**config.mk**
```make
export PLATFORM = sky130hd
export DESIGN_NAME = router_pkt_tx
export DESIGN_NICKNAME = d
export VERILOG_FILES = /design/src/rtl/router_pkt_tx.sv
export SDC_FILE = /design/constraint.sdc
export NUM_CORES = 1
export LEC_CHECK = 0
export BUFFER_PORTS_ARGS = -buffer_cell sky130_fd_sc_hd__buf_2
export CORE_ASPECT_RATIO = 0.5
export CORE_MARGIN = 2
export CORE_UTILIZATION = 40
export CTS_CLUSTER_SIZE = 16
export DETAILED_ROUTE_END_ITERATION = 12
export PLACE_DENSITY_LB_ADDON = 0.12
export SYNTH_ARGS = -nofsm -noshare
export SYNTH_HDL_FRONTEND = slang
export SYNTH_SLANG_ARGS = --single-unit
```
**constraint.sdc**
```tcl
create_clock -name clock -period 6.7 [get_ports clock]
set_input_delay 0.67 -clock clock [delete_from_list [all_inputs] [get_ports clock]]
set_output_delay 0.67 -clock clock [all_outputs]
set_load 0.01 [all_outputs]
```
**src/rtl/router_pkt_tx.sv**
```systemverilog
// Router input-port packet transmitter: buffers a host payload, then sends header, payload and parity; start-to-done is 2*len+3 cycles minimum.
// Router busy freezes the byte on data_out; the host side is stalled by pld_ready, which is high only while loading.
module router_pkt_tx #(
  parameter int GAP_CYCLES = 2
) (
  input  logic       clock,
  input  logic       resetn,
  input  logic       start,
  input  logic [1:0] dest,
  input  logic [5:0] len,
  input  logic       pld_valid,
  input  logic [7:0] pld_data,
  output logic       pld_ready,
  input  logic       busy,
  input  logic       err,
  output logic       pkt_valid,
  output logic [7:0] data_out,
  output logic       tx_busy,
  output logic       done,
  output logic       reject,
  output logic       err_seen
);

  typedef enum logic [2:0] {IDLE, LOAD, HEADER, PAYLOAD, PARITY, GAP} state_t;

  localparam logic [3:0] GAP_LAST = 4'(GAP_CYCLES - 1);

  state_t     state;
  logic [7:0] hdr;
  logic [7:0] par;
  logic [5:0] wr;
  logic [5:0] rd;
  logic [3:0] gap_cnt;
  logic [5:0] last;
  logic [7:0] pld_buf [64];

  // The header carries the payload length in its upper six bits.
  assign last = hdr[7:2] - 6'd1;

  always_ff @(posedge clock) begin
    if (state == LOAD && pld_valid) begin
      pld_buf[wr] <= pld_data;
    end
  end

  always_ff @(posedge clock) begin
    if (!resetn) begin
      state     <= IDLE;
      hdr       <= '0;
      par       <= '0;
      wr        <= '0;
      rd        <= '0;
      gap_cnt   <= '0;
      pld_ready <= 1'b0;
      pkt_valid <= 1'b0;
      data_out  <= '0;
      tx_busy   <= 1'b0;
      done      <= 1'b0;
      reject    <= 1'b0;
      err_seen  <= 1'b0;
    end else begin
      done   <= 1'b0;
      reject <= 1'b0;
      if (state != IDLE && state != LOAD && err) begin
        err_seen <= 1'b1;
      end
      case (state)
        IDLE: begin
          if (start) begin
            if (dest != 2'd3 && len != 6'd0) begin
              hdr       <= {len, dest};
              par       <= {len, dest};
              wr        <= '0;
              rd        <= '0;
              err_seen  <= 1'b0;
              pld_ready <= 1'b1;
              tx_busy   <= 1'b1;
              state     <= LOAD;
            end else begin
              reject <= 1'b1;
            end
          end
        end
        LOAD: begin
          if (pld_valid) begin
            par <= par ^ pld_data;
            wr  <= wr + 6'd1;
            if (wr == last) begin
              state     <= HEADER;
              pld_ready <= 1'b0;
              pkt_valid <= 1'b1;
              data_out  <= hdr;
            end
          end
        end
        HEADER: begin
          if (!busy) begin
            state    <= PAYLOAD;
            rd       <= '0;
            data_out <= pld_buf[0];
          end
        end
        PAYLOAD: begin
          // Prefetch the next byte so data_out stays a plain register.
          if (!busy) begin
            if (rd == last) begin
              state     <= PARITY;
              pkt_valid <= 1'b0;
              data_out  <= par;
            end else begin
              rd       <= rd + 6'd1;
              data_out <= pld_buf[rd + 6'd1];
            end
          end
        end
        PARITY: begin
          if (!busy) begin
            done    <= 1'b1;
            gap_cnt <= '0;
            state   <= GAP;
          end
        end
        GAP: begin
          if (gap_cnt == GAP_LAST) begin
            state   <= IDLE;
            tx_busy <= 1'b0;
          end else begin
            gap_cnt <= gap_cnt + 4'd1;
          end
        end
        default: state <= IDLE;
      endcase
    end
  end

endmodule
```
==> After elaboration in Yosys (flattened, before gate mapping) <==
Memory sizes are Yosys's and may differ from the RTL's.
Index checks and enable logic that the tools add are counted.
{ "word_totals": {"reg_bits": 49, "ram_bits": 512, "in_bits": 22, "out_inout_bits": 14, "elab_cells": 115, "n_memories": 1} }
{ "classes": {"n_addsub": 4, "n_eq_ne": 21, "muxes": 51, "n_bitwise": 1, "reduce_logical": 24} }
{ "memory_table": {"columns": ["memory", "depth", "width", "rd", "rd_ports_with_merged_regs", "wr", "line_no", "text"], "rows": [
  ["pld_buf", 64, 8, 2, 0, 1, "35", "logic [7:0] pld_buf [64];"]
]} }
{ "ops": {"columns": ["operator", "count"], "rows": [
  ["$mux 8", 8],
  ["$mux 6", 6],
  ["$mux 3", 9],
  ["$pmux 8 s3", 1],
  ["$ne 2x2->1 const B", 11],
  ["$pmux 3 s6", 1],
  ["$pmux 6 s3", 1],
  ["$mux 1", 17],
  ["$pmux 8 s2", 1],
  ["$reduce_and 5->1", 3],
  ["$add 6x1->6 const B", 2],
  ["$eq 6x6->1", 2],
  ["$pmux 6 s2", 1],
  ["$reduce_and 3->1", 3],
  ["$reduce_and 9->1", 1],
  ["$reduce_bool 3->1", 3],
  ["$mux 4", 2],
  ["$pmux 4 s2", 1],
  ["$reduce_and 4->1", 2],
  ["$reduce_bool 2->1", 4],
  ["$xor 8x8->8", 1],
  ["$eq 3x2->1 const B", 2],
  ["$eq 3x3->1 const B", 2],
  ["$pmux 1 s2", 3],
  ["other kinds (11)", 14]
]} }

==> Logic depth before layout (Yosys ltp) <==
{ "logic_depth": {"word_depth": 7, "mapped_depth": 10, "depth_no_buf": 9} }

==> Worst setup path before layout <==
No wires, ideal clock.
{ "synth_timing": {"path_kind": "register to register", "from": "reg rd[1]", "to": "reg data_out[4]", "setup_ns": 0.122, "arrival_ns": 2.504, "required_ns": 6.578, "path_slack_ns": 4.074, "stages_incl_launch_ff": 11, "path_buffers": 3, "period_less_slack_ns": 2.626, "path_cell_list": "dfxtp_1 ha_1 clkbuf_1 buf_2 buf_1 mux4_2 nand2_1 nand3_1 nand4_1 a21oi_1 a221o_1"} }
{ "synth_via": {"elab_chain_len": 5, "word_cells_on_any_way": 6, "classes_between": "1 x add/sub; 1 x eq/ne; 3 x mux; 1 x memory"} }
{ "synth_rtl": {"columns": ["item", "line_no", "text"], "rows": [
  ["start: declaration", "32", "logic [5:0] rd;"],
  ["start signal: assignment", "111", "rd <= rd + 6'd1;"],
  ["$add 6x1->6", "112", "data_out <= pld_buf[rd + 6'd1];"],
  ["$mem_v2 64x8", null, null],
  ["$mux 8 *", "106", "if (rd == last) begin"],
  ["$mux 8 *", "105", "if (!busy) begin"],
  ["$pmux 8 s3 *", "67", "case (state)"],
  ["end signal: assignment", "100", "data_out <= pld_buf[0];"],
  ["end signal: assignment", "109", "data_out <= par;"],
  ["end signal: assignment", "112", null],
  ["end: declaration", "17", "output logic [7:0] data_out,"]
]} }
Mark *: on every way between the ends. The rest lies on a longest branch, timed or not. The select of a mux whose other input is x is not followed.
A chain may end at the register's enable or synchronous reset.

==> Worst setup path after layout <==
{ "layout_timing": {"from": "reg rd[0]", "to": "reg data_out[5]"} }
The elaborated chain is that of the path after synthesis.

==> results.toml <==
[worst_setup_path]
path_buf_inv = 1
crit_family = "multiplexers"
reg2reg_slack_ns = 2.58
path_class = "reg -> reg"
crit_fanout = 53
cp.arrival_ns = 4.60
critPathLaunchType = "register"
required_ns = 7.18
regToRegEndpoint = "data_out[5]"
critPathCaptureType = "register"
cp_slowest_cell = "dfxtp_4"
critPathLaunch = "rd[0]"
max_stage_delay_ns = 0.85
cpMostUsedCell = "a221o_1"
cp.depth = 7
critical_path.endpoint = "data_out[5]"
crit_chain = "ha_4 > buf_4 > mux4_2 > mux2i_1 > a221o_1 > a21oi_1 > a221o_1"
rr_startpoint = "rd[0]"
worstRegToRegCells = 7

[logic_synthesis]
synth_cell_types = 52
synthTopCellsByArea = "edfxtp_1 (68%), mux4_2 (13%), dfxtp_1 (4.3%), nand2_1 (1.9%), nor2_1 (1.9%)"
synth_edf_count = 512
syn-cell-area_um2 = 22700
synth_flop_cell = "edfxtp_1"
synth_nets = 1351
ys_seq_area_frac = 0.720
synth.avg_cell_area_um2 = 17.2
ys_seq_elements = 561
synth_top_area_frac = 0.677
ys_async_sr_fraction = 0
ys_top_cells_by_count = "edfxtp_1 (512), mux4_2 (128), nand2_1 (115), nor2_1 (115), nand3_1 (53)"
yosysMostFrequentCell = "edfxtp_1"
yosysTopAreaCell = "edfxtp_1"
synth_cells = 1324
ys_warn_count = 0

[timing]
hold_violations = 0
fin_crit_sh = 0.615
fin_ws_ns = 2.58
slew_viol_final = 0
clock.fmax_mhz = 243
setup_tns_ns = 0
period_minus_slack_ns = 4.12
rsz0062_at_grt = "no"
slew_headroom = 0.222
tightest_slew_ns = 1.16
finalClockSkew_ns = 0.0211
final-setup-viol-count = 0

[clock_tree]
cts_resized = 0
htree_levels = 2
clock-sinks = 561
cts_buffers = 52
ctsHoldBuffers = 0
post_cts_buffers = 0
cts_tree = "built"
cts_root_buf = "clkbuf_16"
clk_pin_slew_worst_paths_ns = 0.07
clock_latency_ns = 0.59
cts_buffer_depth = 3

[routing]
drt_iter0_markers = 1262
wl_per_cell_um = 26.6
antenna_left = 0
avgViaCountPerCell = 5.70
route.detailed.drc = 0
wirelength_mm = 57.5
first_pass_iters = 5
dr_total_vias = 12300

[global_route]
grt_max_degree = 98
grt_overflow_total = 0
antenna_found_initial = 0
grt_pass1_vias = 12200
grt_pass1_wl_mm = 84.8
grt_use_total = 0.196

[cells_and_area]
drive_above_1_share = 0.199
fin_nets = 1384
final_core_utilization = 0.456
areaGrowthSynthToFinish_pct = 12.1

[power_and_ir_drop]
p_leak_nw = 7.88
ir_drop_v = 0.000178
powerDensity_nw_per_um2 = 278

[floorplanning]
rows = 61
io_pins = 36
fp.dieW_um = 341
fp.dieH_um = 173
initial_utilization = 0.407
die-area_um2 = 58800
core-area_um2 = 55800

[placement]
port_buffers = 35
dp_hpwl_mm = 35.5
place_ws_ns = 2.50
gp_congestion = 0.838

[outcome]
status = "finished clean"

[worst_hold_path]
hp-class = "in -> reg"

[job]
maxCapViolations = 0
[state kept, by name, summed over array words and instances (netlist names)]
| signal | cells |
|---|---|
| state | 3 |
| pkt_valid | 1 |
| par | 8 |
| data_out | 8 |
| gap_cnt | 4 |
| tx_busy | 1 |
| hdr | 8 |
| pld_buf | 512 |
| reject | 1 |
| done | 1 |
| err_seen | 1 |
| rd | 6 |
| pld_ready | 1 |
| wr | 6 |
[how the worst min path moves through the flow]
stage / to / slack, ns / start / depth (start not counted)
2_1_floorplan: tx_busy / 0.47 / tx_busy / 2
3_3_place_gp: tx_busy / 0.43 / tx_busy / 2
3_5_place_dp: tx_busy / 0.44 / tx_busy / 2
4_1_cts: err_seen / 0.33 / err / 3
5_1_grt: err_seen / 0.33 / err / 3
6_report: err_seen / 0.36 / err / 3
[per-stage QoR]
| stage | power, mW | area (µm²) | hold WS (ns) | std cells |
|---|---|---|---|---|
| finish | 7.07 | 25500 | 0.358 | 2157 |
| global placement | 4.08 | 23700 | 0.433 | 2059 |
| global route | 7.27 | 25500 | 0.334 | 2156 |
| detailed placement | 4.08 | 23700 | 0.444 | 2059 |
| CTS | 7.12 | 25500 | 0.332 | 2156 |
| floorplan | 3.99 | 22700 | 0.468 | 1324 |
[cell families after synthesis]
family / count (synthesis) / synth area share
flip-flops: 561 / 0.720
AND/OR/NAND/NOR: 363 / 0.0735
multiplexers: 161 / 0.142
AO/OA/AOI/OAI: 121 / 0.0354
buffers and inverters: 83 / 0.0153
XOR/XNOR: 30 / 0.0116
adder cells (fa/ha/maj): 5 / 0.00275
[tightest hold or removal path, stage by stage]
cell,delay (ns)
buf_2,0.10
o21ai_0,0.07
a21oi_1,0.07
[routing by layer]
metal  vias up  global-route usage  wire length (µm)  share of wire
met3        67              0.0353              3900          0.068
met2       395               0.283             25200           0.44
met1      6554               0.310             27400           0.48
li1       5288                   -                 -              -
met5         -                   0                 0              0
met4         0              0.0385               960          0.017
[where the power goes]
group	internal, mW	switching, mW
Combinational	0.0465	0.117
Sequential	3.83	0.0193
Clock	1.75	1.31
[cells in the final DEF (no fill, tap or decap), types with 12 or more instances in the layout]
cell type  count
a21oi_1       33
a221o_1       16
buf_2         35
buf_4         15
clkbuf_16     53
clkinv_2      12
dfxtp_1       48
edfxtp_1     512
mux2i_1       32
mux4_2       128
nand2_1      115
nand3_1       53
nand4_1       12
nor2_1       115
nor2b_1       21
nor3b_1       13
o21ai_0       28
xnor2_1       13
xor2_1        14
[layout make-up]
type	instances	area [µm²]
timing repair buffer	51	308
clock buffer	70	1480
inverter	11	41.3
clock inverter	27	270
sequential	561	16400
antenna	1	2.50
multi-input combinational	680	6060
fill	4829	30300
tap	756	946
(Power assumes the default switching activity.)
